### src/rtl/exu_gpr_dbg_pkg.sv
// Shared types for the debug-side GPR access engine.
//   - GPR geometry (index width, data width)
//   - debug command opcodes, engine FSM states
//   - response payload struct carried on the response channel
package exu_gpr_dbg_pkg;

  localparam int unsigned RV_GPR_AW = 5;
  localparam int unsigned RV_XLEN   = 32;

  // Debug command opcodes as carried on req_op.
  typedef enum logic [1:0] {
    OP_READ  = 2'b00,
    OP_WRITE = 2'b01,
    OP_DUMP  = 2'b10,
    OP_RSVD  = 2'b11
  } dbg_op_e;

  typedef enum logic [1:0] {
    ST_IDLE     = 2'b00,
    ST_WAIT_GNT = 2'b01,
    ST_ACCESS   = 2'b10,
    ST_RSP      = 2'b11
  } dbg_state_e;

  // Response payload held stable while rsp_vld is up.
  typedef struct packed {
    logic [RV_GPR_AW-1:0] addr;
    logic [RV_XLEN-1:0]   data;
    logic                 last;
    logic                 err;
  } dbg_rsp_t;

  // Ops that use the GPR read port.
  function automatic logic op_reads(input dbg_op_e op);
    return (op == OP_READ) || (op == OP_DUMP);
  endfunction

endpackage

### src/rtl/exu_gpr_r_if_t.sv
// GPR read port: master drives vld/addr, register file returns data combinationally.
interface exu_gpr_r_if_t;
  import exu_gpr_dbg_pkg::*;

  logic                 vld;
  logic [RV_GPR_AW-1:0] addr;
  logic [RV_XLEN-1:0]   data;

  modport mst (output vld, output addr, input data);
  modport slv (input vld, input addr, output data);
endinterface

### src/rtl/exu_gpr_w_if_t.sv
// GPR write port: master drives wen/addr/data, register file writes at the clock edge.
interface exu_gpr_w_if_t;
  import exu_gpr_dbg_pkg::*;

  logic                 wen;
  logic [RV_GPR_AW-1:0] addr;
  logic [RV_XLEN-1:0]   data;

  modport mst (output wen, output addr, output data);
  modport slv (input wen, input addr, input data);
endinterface

### src/rtl/exu_gpr_dbg_acc.sv
// Debug access engine for the EXU GPR file.
// Ports:
//   clk, rst_n                      clock, async active-low reset
//   req_vld/req_rdy/req_op/addr/wdata  command channel (READ, WRITE, DUMP, reserved)
//   rsp_vld/rsp_rdy/rsp_addr/data/last/err  response channel
//   chn_req/chn_gnt                 arbitration for one GPR mux channel
//   gpr_r_mst, gpr_w_mst            master side of the GPR read/write ports
// Every output is a flop computed from the next state, so strobes line up
// exactly with the state they belong to.
module exu_gpr_dbg_acc
  import exu_gpr_dbg_pkg::*;
#(
  parameter int unsigned DUMP_LAST = 2**RV_GPR_AW - 1
) (
  input  logic                 clk,
  input  logic                 rst_n,
  input  logic                 req_vld,
  output logic                 req_rdy,
  input  logic [1:0]           req_op,
  input  logic [RV_GPR_AW-1:0] req_addr,
  input  logic [RV_XLEN-1:0]   req_wdata,
  output logic                 rsp_vld,
  input  logic                 rsp_rdy,
  output logic [RV_GPR_AW-1:0] rsp_addr,
  output logic [RV_XLEN-1:0]   rsp_data,
  output logic                 rsp_last,
  output logic                 rsp_err,
  output logic                 chn_req,
  input  logic                 chn_gnt,
  exu_gpr_r_if_t.mst           gpr_r_mst,
  exu_gpr_w_if_t.mst           gpr_w_mst
);

  dbg_state_e           state_q, state_d;
  dbg_op_e              op_q, op_d;
  logic [RV_GPR_AW-1:0] addr_q, addr_d;
  logic [RV_XLEN-1:0]   wdata_q, wdata_d;
  logic [RV_GPR_AW-1:0] idx_q, idx_d;
  dbg_rsp_t             rsp_q, rsp_d;

  logic                 req_rdy_q, req_rdy_d;
  logic                 rsp_vld_q, rsp_vld_d;
  logic                 chn_req_q, chn_req_d;
  logic                 rd_vld_q, rd_vld_d;
  logic [RV_GPR_AW-1:0] rd_addr_q, rd_addr_d;
  logic                 wr_en_q, wr_en_d;
  logic [RV_GPR_AW-1:0] wr_addr_q, wr_addr_d;
  logic [RV_XLEN-1:0]   wr_data_q, wr_data_d;

  logic                 idx_last;
  logic                 access_d;

  // Terminal dump index found by comparison; the counter never wraps.
  assign idx_last = (idx_q == RV_GPR_AW'(DUMP_LAST));

  // State register and all output flops.
  always_ff @(posedge clk or negedge rst_n) begin
    if (!rst_n) begin
      state_q   <= ST_IDLE;
      op_q      <= OP_READ;
      addr_q    <= '0;
      wdata_q   <= '0;
      idx_q     <= '0;
      rsp_q     <= '0;
      req_rdy_q <= 1'b1;
      rsp_vld_q <= 1'b0;
      chn_req_q <= 1'b0;
      rd_vld_q  <= 1'b0;
      rd_addr_q <= '0;
      wr_en_q   <= 1'b0;
      wr_addr_q <= '0;
      wr_data_q <= '0;
    end else begin
      state_q   <= state_d;
      op_q      <= op_d;
      addr_q    <= addr_d;
      wdata_q   <= wdata_d;
      idx_q     <= idx_d;
      rsp_q     <= rsp_d;
      req_rdy_q <= req_rdy_d;
      rsp_vld_q <= rsp_vld_d;
      chn_req_q <= chn_req_d;
      rd_vld_q  <= rd_vld_d;
      rd_addr_q <= rd_addr_d;
      wr_en_q   <= wr_en_d;
      wr_addr_q <= wr_addr_d;
      wr_data_q <= wr_data_d;
    end
  end

  // Next-state, command latch, index counter and response capture.
  always_comb begin
    state_d = state_q;
    op_d    = op_q;
    addr_d  = addr_q;
    wdata_d = wdata_q;
    idx_d   = idx_q;
    rsp_d   = rsp_q;

    unique case (state_q)
      ST_IDLE: begin
        if (req_vld && req_rdy_q) begin
          op_d    = dbg_op_e'(req_op);
          addr_d  = req_addr;
          wdata_d = req_wdata;
          if (op_d == OP_RSVD) begin
            // Reserved op answers immediately without touching the channel.
            rsp_d   = '{addr: req_addr, data: '0, last: 1'b1, err: 1'b1};
            state_d = ST_RSP;
          end else begin
            if (op_d == OP_DUMP) idx_d = '0;
            state_d = ST_WAIT_GNT;
          end
        end
      end
      ST_WAIT_GNT: begin
        if (chn_gnt) state_d = ST_ACCESS;
      end
      ST_ACCESS: begin
        rsp_d.addr = (op_q == OP_DUMP) ? idx_q : addr_q;
        rsp_d.data = op_reads(op_q) ? gpr_r_mst.data : '0;
        rsp_d.last = (op_q != OP_DUMP) || idx_last;
        rsp_d.err  = 1'b0;
        state_d    = ST_RSP;
      end
      ST_RSP: begin
        if (rsp_rdy) begin
          if ((op_q == OP_DUMP) && !idx_last) begin
            idx_d   = idx_q + 1'b1;
            state_d = ST_ACCESS;
          end else begin
            state_d = ST_IDLE;
          end
        end
      end
      default: state_d = ST_IDLE;
    endcase
  end

  // Output flops follow the state being entered; the channel stays claimed
  // from WAIT_GNT through the last response so a dump is never interleaved.
  always_comb begin
    access_d  = (state_d == ST_ACCESS);
    req_rdy_d = (state_d == ST_IDLE);
    rsp_vld_d = (state_d == ST_RSP);
    chn_req_d = (state_d != ST_IDLE) && (op_d != OP_RSVD);
    rd_vld_d  = access_d && op_reads(op_d);
    rd_addr_d = '0;
    if (rd_vld_d) rd_addr_d = (op_d == OP_DUMP) ? idx_d : addr_d;
    wr_en_d   = access_d && (op_d == OP_WRITE);
    wr_addr_d = wr_en_d ? addr_d : '0;
    wr_data_d = wr_en_d ? wdata_d : '0;
  end

  assign req_rdy        = req_rdy_q;
  assign rsp_vld        = rsp_vld_q;
  assign rsp_addr       = rsp_q.addr;
  assign rsp_data       = rsp_q.data;
  assign rsp_last       = rsp_q.last;
  assign rsp_err        = rsp_q.err;
  assign chn_req        = chn_req_q;
  assign gpr_r_mst.vld  = rd_vld_q;
  assign gpr_r_mst.addr = rd_addr_q;
  assign gpr_w_mst.wen  = wr_en_q;
  assign gpr_w_mst.addr = wr_addr_q;
  assign gpr_w_mst.data = wr_data_q;

endmodule

### src/flat_wrapper.sv
// flat-port wrapper written by rule: the top's interface ports become plain ports
module exu_gpr_dbg_acc_flat import exu_gpr_dbg_pkg::*;
#(
  parameter int unsigned DUMP_LAST = 2**RV_GPR_AW - 1
)
  (clk, rst_n, req_vld, req_rdy, req_op, req_addr, req_wdata, rsp_vld, rsp_rdy, rsp_addr, rsp_data, rsp_last, rsp_err, chn_req, chn_gnt, gpr_r_mst_vld, gpr_r_mst_addr, gpr_r_mst_data, gpr_w_mst_wen, gpr_w_mst_addr, gpr_w_mst_data);
  exu_gpr_r_if_t gpr_r_mst_i ();
  exu_gpr_w_if_t gpr_w_mst_i ();
  input  logic clk;
  input  logic rst_n;
  input  logic req_vld;
  output logic req_rdy;
  input  logic [1:0] req_op;
  input  logic [RV_GPR_AW-1:0] req_addr;
  input  logic [RV_XLEN-1:0] req_wdata;
  output logic rsp_vld;
  input  logic rsp_rdy;
  output logic [RV_GPR_AW-1:0] rsp_addr;
  output logic [RV_XLEN-1:0] rsp_data;
  output logic rsp_last;
  output logic rsp_err;
  output logic chn_req;
  input  logic chn_gnt;
  output wire logic [$bits(gpr_r_mst_i.vld)-1:0] gpr_r_mst_vld;
  output wire logic [$bits(gpr_r_mst_i.addr)-1:0] gpr_r_mst_addr;
  input wire logic [$bits(gpr_r_mst_i.data)-1:0] gpr_r_mst_data;
  output wire logic [$bits(gpr_w_mst_i.wen)-1:0] gpr_w_mst_wen;
  output wire logic [$bits(gpr_w_mst_i.addr)-1:0] gpr_w_mst_addr;
  output wire logic [$bits(gpr_w_mst_i.data)-1:0] gpr_w_mst_data;
  assign gpr_r_mst_vld = gpr_r_mst_i.vld;
  assign gpr_r_mst_addr = gpr_r_mst_i.addr;
  assign gpr_r_mst_i.data = gpr_r_mst_data;
  assign gpr_w_mst_wen = gpr_w_mst_i.wen;
  assign gpr_w_mst_addr = gpr_w_mst_i.addr;
  assign gpr_w_mst_data = gpr_w_mst_i.data;
  exu_gpr_dbg_acc #(.DUMP_LAST(DUMP_LAST)) u_core (.clk(clk), .rst_n(rst_n), .req_vld(req_vld), .req_rdy(req_rdy), .req_op(req_op), .req_addr(req_addr), .req_wdata(req_wdata), .rsp_vld(rsp_vld), .rsp_rdy(rsp_rdy), .rsp_addr(rsp_addr), .rsp_data(rsp_data), .rsp_last(rsp_last), .rsp_err(rsp_err), .chn_req(chn_req), .chn_gnt(chn_gnt), .gpr_r_mst(gpr_r_mst_i), .gpr_w_mst(gpr_w_mst_i));
endmodule
### config.mk
export PLATFORM = sky130hd
export DESIGN_NAME = exu_gpr_dbg_acc_flat
export DESIGN_NICKNAME = d
export VERILOG_FILES = /design/src/rtl/exu_gpr_dbg_pkg.sv /design/src/rtl/exu_gpr_r_if_t.sv /design/src/rtl/exu_gpr_w_if_t.sv /design/src/rtl/exu_gpr_dbg_acc.sv /design/src/flat_wrapper.sv
export SDC_FILE = /design/constraint.sdc
export NUM_CORES = 1
export LEC_CHECK = 0
export ABC_AREA = 1
export CORE_UTILIZATION = 47
export DETAILED_ROUTE_END_ITERATION = 8
export PLACE_DENSITY = 0.78
export SYNTH_ARGS = -nofsm -noshare
export SYNTH_HDL_FRONTEND = slang
export SYNTH_SLANG_ARGS = --single-unit
### constraint.sdc
create_clock -name clk -period 2.6 [get_ports clk]
set_clock_uncertainty 0.15 [all_clocks]
set_input_delay 0.65 -clock clk [delete_from_list [all_inputs] [get_ports clk]]
set_output_delay 0.65 -clock clk [all_outputs]
set_load 0.005 [all_outputs]
==> results.cfg, run 1 <==
[floorplan]
pin_count = 162
die_y_um = 109
initial_core_util_pct = 49.0
core_um2 = 11000
die-area_um2 = 11900
rows = 38
die_w_um = 109

[route]
met1Wirelength_um = 5650
vias = 4378
post_drt_wl_per_cell_um = 14.9
top_layer = met4
wl_met3_um = 1040
drtIter0Drc = 295
wl_met2_um = 6180
routed_wl_um = 13100
firstDrtPassIters = 4
postRouteAntennaNets = 0
via_per_inst = 4.99
drc_errors = 0

[clocking]
cts.reportedPaths.clkPinSlew_ns = 0.06
max-clock-path-buffers = 2
clock_sinks = 132
cts_resized = 0
clockRootBuffer = clkbuf_16
post-cts-setup-buffers = 0
postCtsHoldBufs = 0
numCtsBuffers = 17
clkLatencyLatePin_ns = 0.40
h-tree-depth = 4
tritoncts = done

[place]
io_buffers = 161
post_dp_cell_area_um2 = 7180
place_congestion = 0.926
dpl.cell_count = 847
dp_hpwl_um = 9150

[sta]
hold_viol_final = 0
tightestPinTransition_ns = 0.491
period_needed_ns = 2.37
drv_slew = 0
relSlewSlack_pct = 67.3
setup_tns_ns = 0
finalCritPeriodShare_pct = 91.2
max_freq_mhz = 422
setup_viol = 0
rsz0062_at_grt = no

[final_layout]
fin_util_pct = 70.9
fin_cells = 878
final_area_um2 = 7780
drive_above_1_share_pct = 13.8
multi_input_area_um2 = 1680
syn2layout_area_growth_pct = 44.8
nets = 808
fill_cells = 833
n_antenna_cell = 0
register_area_um2 = 3300

[pwr]
switchingPower_mw = 3.13
pwr_density_cell_nw_per_um2 = 1190
total_power_mw = 9.23
power.internal_mw = 6.10
pwr-share-comb_pct = 38.7
ir_drop_mv = 0.519
switching_share_pct = 33.9
cellLeakagePower_nw = 3.75
pwr-share-seq_pct = 35.5
clkPwrFrac_pct = 25.8

[synth]
netlist_area_um2 = 5380
synth_area_per_cell_um2 = 9.62
synth.distinct_cells = 31
ys_seq_elements = 132
synthCells = 559
yosys_warnings = 0
synth-edff-count = 0
async_flop_share_pct = 100
ys_seq_area_share_pct = 61.4
ys_dominant_reg_cell = dfrtp_1
syn-num-nets = 641

[grt]
grt_pass1_wl_um = 20600
grt_max_degree = 52
grt_use_total_pct = 22.9
antenna_found_initial = 0
grt_pass1_vias = 4315
overflow = 0

[setup_path]
cp-start-kind = register
critPathCaptureType = register
crit_required_ns = 2.78
regToRegSetupSlack_ns = 0.23
crit_type = register to register
worstPathMaxFanout = 38
arrival_ns = 2.55

[run_status]
status = completed

[min_path]
holdCritPathClass = input pin to async pin

[run]
drv_cap = 0
[cell usage in the layout, fill, tap and decap left out, types with 2 or more instances in the layout]
master	count
nor3_1	2
nor2_4	6
ha_1	6
o221ai_1	2
dfrtp_1	131
clkbuf_16	17
nand3_1	46
inv_1	71
clkinv_4	4
buf_12	5
a21oi_1	9
o211ai_1	3
nor2_2	12
clkinv_2	2
o21ai_2	4
nand2_1	117
clkinvlp_4	3
nand4_1	5
or2_2	32
o21a_1	3
buf_4	7
o21ai_0	41
clkdlybuf4s50_1	160
bufinv_16	3
nor2_1	36
[Yosys cell counts (6+ instances only)]
cell	count	area, µm²
nor2_2	10	62.6
ha_1	6	75.1
nand3_1	46	230
o21ai_0	41	205
clkbuf_1	14	52.6
nor2_4	6	67.6
dfrtp_1	131	3280
or2_2	32	200
buf_2	6	30.0
inv_1	71	267
a21oi_1	9	45.0
nand2_1	117	439
nor2_1	38	143
[cell type report]
| class | count | area share, % |
|---|---|---|
| Multi-Input combinational cell | 331 | 21.6 |
| Tap cell | 140 | 2.25 |
| Sequential cell | 132 | 42.4 |
| Timing Repair Buffer | 172 | 22.5 |
| Inverter | 72 | 3.47 |
| Clock inverter | 12 | 2.03 |
| Clock buffer | 19 | 5.69 |
[worst max-delay path: stages, from the launching register on]
cell	delay, ns
dfrtp_1	0.44
ha_1	0.23
inv_1	0.08
nor3_1	0.05
ha_1	0.21
inv_1	0.08
nand4_2	0.17
nor2_2	0.21
nor2_2	0.08
nor2_4	0.14
nand3_2	0.11
buf_12	0.21
nor2_1	0.12
[final timing paths]
path	startpoint	end	cells after the start
min in group clk	u_core.rsp_err$_DFFE_PN0P_	u_core.rsp_err$_DFFE_PN0P_	2
worst min-delay path	rst_n	u_core.wdata_q[29]$_DFF_PN0_	1
worst max-delay path	u_core.idx_q[1]$_DFF_PN0_	u_core.gpr_w_mst.data[23]$_DFF_PN0_	12
max in group asynchronous	rst_n	u_core.req_rdy$_DFF_PN1_	2
worst max register to register	u_core.idx_q[1]$_DFF_PN0_	u_core.gpr_w_mst.data[23]$_DFF_PN0_	12
worst min register to register	u_core.rsp_err$_DFFE_PN0P_	u_core.rsp_err$_DFFE_PN0P_	2
[routing by layer]
metal  GRT usage, %  vias to the layer above
met5              0                        -
met4           10.1                        0
met3           5.74                       20
met2           36.8                      192
met1           29.2                     2078
li1               -                     2088
[power groups by stage]
stage	Combinational (mW)	Sequential (mW)	Clock, mW
4_1_cts	3.60	3.28	2.42
6_report	3.57	3.28	2.38
3_3_place_gp	3.48	3.27	0
3_5_place_dp	3.59	3.27	0
2_1_floorplan	1.83	3.26	0
5_1_grt	3.97	3.35	2.52
[sequential cells by signal, indices dropped and copies added (netlist names)]
signal                 count
u_core.addr_q              5
u_core.chn_req             1
u_core.gpr_r_mst.addr      5
u_core.gpr_r_mst.vld       1
u_core.gpr_w_mst.addr      5
u_core.gpr_w_mst.data     32
u_core.gpr_w_mst.wen       1
u_core.idx_q               5
u_core.op_q                2
u_core.req_rdy             1
u_core.rsp_addr            5
u_core.rsp_data           32
u_core.rsp_err             1
u_core.rsp_last            1
u_core.rsp_vld             1
u_core.state_q             2
u_core.wdata_q            32
[kinds of logic (layout without fill, tap and decap cells)]
logic type	after synthesis	in the layout	synth area share (%)
compound gates	66	66	7.00
fa+ha+maj	6	6	1.40
simple gates	259	259	22.8
buf+inv	96	275	7.40
flops	132	132	61.4
[through the flow]
step	worst slack [ns]	hold slack, ns
after CTS	0.235	0.0669
after global routing	0.0197	0.0916
after floorplan	0.479	0.204
after detailed placement	0.0697	0.311
final	0.230	0.0623
after global placement	0.189	0.306
(Power assumes the default switching activity.)
==> run 2: changes to the inputs <==
--- a/config.mk
+++ b/config.mk
@@ -8,6 +8,7 @@
 export ABC_AREA = 1
 export CORE_UTILIZATION = 47
 export DETAILED_ROUTE_END_ITERATION = 8
+export GPL_TIMING_DRIVEN = 0
 export PLACE_DENSITY = 0.78
 export SYNTH_ARGS = -nofsm -noshare
 export SYNTH_HDL_FRONTEND = slang
==> run 2 against run 1 <==
Effect of this change: worst setup slack got worse by 0.019 ns; clock-buffer cell count up 2; cell count rose by 1.7%; first-iteration DRC count is 13% lower; register-to-register slack worse by 0.02 ns; critical endpoint is now u_core.gpr_w_mst.addr[0]$_DFF_PN0_; non-clock buffer count is 14 higher; worst hold slack worse by 0.030 ns.
==> results.cfg, run 2 (same netlist as run 1, synthesis figures left out) <==
[floorplan]
initial_core_util_pct = 49.0
pin_count = 162
rows = 38
die-area_um2 = 11900
die_y_um = 109
core_um2 = 11000
die_w_um = 109

[setup_path]
worstReg2RegEnd = u_core.gpr_w_mst.addr[0]$_DFF_PN0_
critPathLaunch = u_core.idx_q[1]$_DFF_PN0_
cp-start-kind = register
crit_type = register to register
regToRegSetupSlack_ns = 0.21
crit_required_ns = 2.78
reg2regPathDepth = 13
cp-endpoint = u_core.gpr_w_mst.addr[0]$_DFF_PN0_
r2r-start = u_core.idx_q[1]$_DFF_PN0_
arrival_ns = 2.57
worstPathMaxFanout = 10
critPathCaptureType = register

[final_layout]
drive_above_1_share_pct = 13.4
syn2layout_area_growth_pct = 45.1
final_area_um2 = 7800
nets = 822
layout_commonest_cell = clkdlybuf4s50_1
mostFrequentLayoutCells = clkdlybuf4s50_1 (160), dfrtp_1 (131), nand2_1 (117)
n_antenna_cell = 0
fin_util_pct = 71.1
fin_cells = 893

[route]
met1Wirelength_um = 5490
wl_met2_um = 6000
drtIter0Drc = 258
firstDrtPassIters = 6
via_per_inst = 4.87
postRouteAntennaNets = 0
top_layer = met4
post_drt_wl_per_cell_um = 14.3
drc_errors = 0
wl_met3_um = 1180
vias = 4347
routed_wl_um = 12800

[grt]
overflow = 0
grt_pass1_wl_um = 20400
grt_max_degree = 81
grt_pass1_vias = 4322
grt_use_total_pct = 22.5
antenna_found_initial = 0

[place]
dpl.cell_count = 861
post_dp_cell_area_um2 = 7190
pre_cts_slack_ns = -0.00930
dp_hpwl_um = 9140
place_congestion = 0.875
io_buffers = 161

[run_status]
status = completed

[clocking]
clock_sinks = 132
clockRootBuffer = clkbuf_16
numCtsBuffers = 17
h-tree-depth = 4
postCtsHoldBufs = 0
clkLatencyLatePin_ns = 0.41
tritoncts = done
max-clock-path-buffers = 2
cts.reportedPaths.clkPinSlew_ns = 0.05

[pwr]
power.internal_mw = 6.04
cellLeakagePower_nw = 3.75
total_power_mw = 9.20
clkPwrFrac_pct = 25.6
pwr-share-seq_pct = 35.2
switchingPower_mw = 3.15
pwr_density_cell_nw_per_um2 = 1180
switching_share_pct = 34.3
ir_drop_mv = 0.529
pwr-share-comb_pct = 39.2

[sta]
drv_slew = 0
relSlewSlack_pct = 66.3
rsz0062_at_grt = no
setup_viol = 0
period_needed_ns = 2.39
max_freq_mhz = 419
hold_viol_final = 0
tightestPinTransition_ns = 0.506
postLayoutSetupSlackWorst_ns = 0.211
finalCritPeriodShare_pct = 91.9

[min_path]
holdCritPathClass = input pin to async pin

[run]
drv_cap = 0
-- run 2: changes by cell type in the layout (fill, tap and decap cells not counted), moves of 3 or more --
cell	delta
buf_12	-5
buf_2	+6
buf_4	-6
buf_6	+3
clkbuf_1	+14
nor2_2	-3
-- run 2: how the worst min path moves through the flow --
stage	start	to	slack, ns	cells after the start
final	rst_n	u_core.rsp_data[10]$_DFFE_PN0P_	0.03	1
after global routing	rst_n	u_core.rsp_data[10]$_DFFE_PN0P_	0.07	1
after CTS	rst_n	u_core.rsp_data[10]$_DFFE_PN0P_	0.05	1
after detailed placement	u_core.rsp_err$_DFFE_PN0P_	u_core.rsp_err$_DFFE_PN0P_	0.31	2
after global placement	u_core.rsp_last$_DFFE_PN0P_	u_core.rsp_last$_DFFE_PN0P_	0.30	2
after floorplan	rst_n	u_core.addr_q[0]$_DFF_PN0_	0.20	0
-- run 2: area by class of cell --
type                    count  area [µm²]
clock inverters            11         126
clock buffers              21         470
fillers                   830        3180
well taps                 140         175
repair buffers            162        1640
flip-flops and latches    132        3300
plain buffers              24         128
inverters                  72         270
multi-input cells         331        1690
-- run 2: metal layers --
| metal | vias up | global-route usage [%] |
|---|---|---|
| met2 | 161 | 36.7 |
| met5 | - | 0 |
| met4 | 0 | 8.40 |
| met3 | 11 | 6.99 |
| li1 | 2112 | - |
| met1 | 2063 | 28.2 |
-- run 2: repair_timing --
| action | in CTS | in global routing |
|---|---|---|
| setup endpoints to repair | 0 | 19 |
| resized for setup | 0 | 2 |
| setup buffers | 0 | 0 |
-- run 2: power by group through the flow --
stage                     Combinational (mW)  Clock [mW]  Sequential (mW)
after global routing                    4.03        2.49             3.32
after floorplan                         1.83           0             3.26
after global placement                  3.50           0             3.24
after CTS                               3.62        2.39             3.24
final                                   3.61        2.35             3.24
after detailed placement                3.59           0             3.25
-- run 2: through the flow --
step	setup TNS, ns	hold slack [ns]
final	0	0.0325
after global routing	0	0.0680
after CTS	0	0.0523
after detailed placement	-0.0161	0.308
after global placement	-545.22	0.303
after floorplan	0	0.204
-- run 2: critical path: stages (launching register included) --
cell and delay [ns]:
dfrtp_1 0.44, ha_1 0.24, inv_1 0.07, nor3_1 0.05
ha_1 0.21, inv_1 0.11, nand4_4 0.16, nor2_4 0.15
nor2_2 0.07, nor2_4 0.15, nand3_2 0.10, buf_6 0.17
buf_8 0.16, nor2_2 0.09
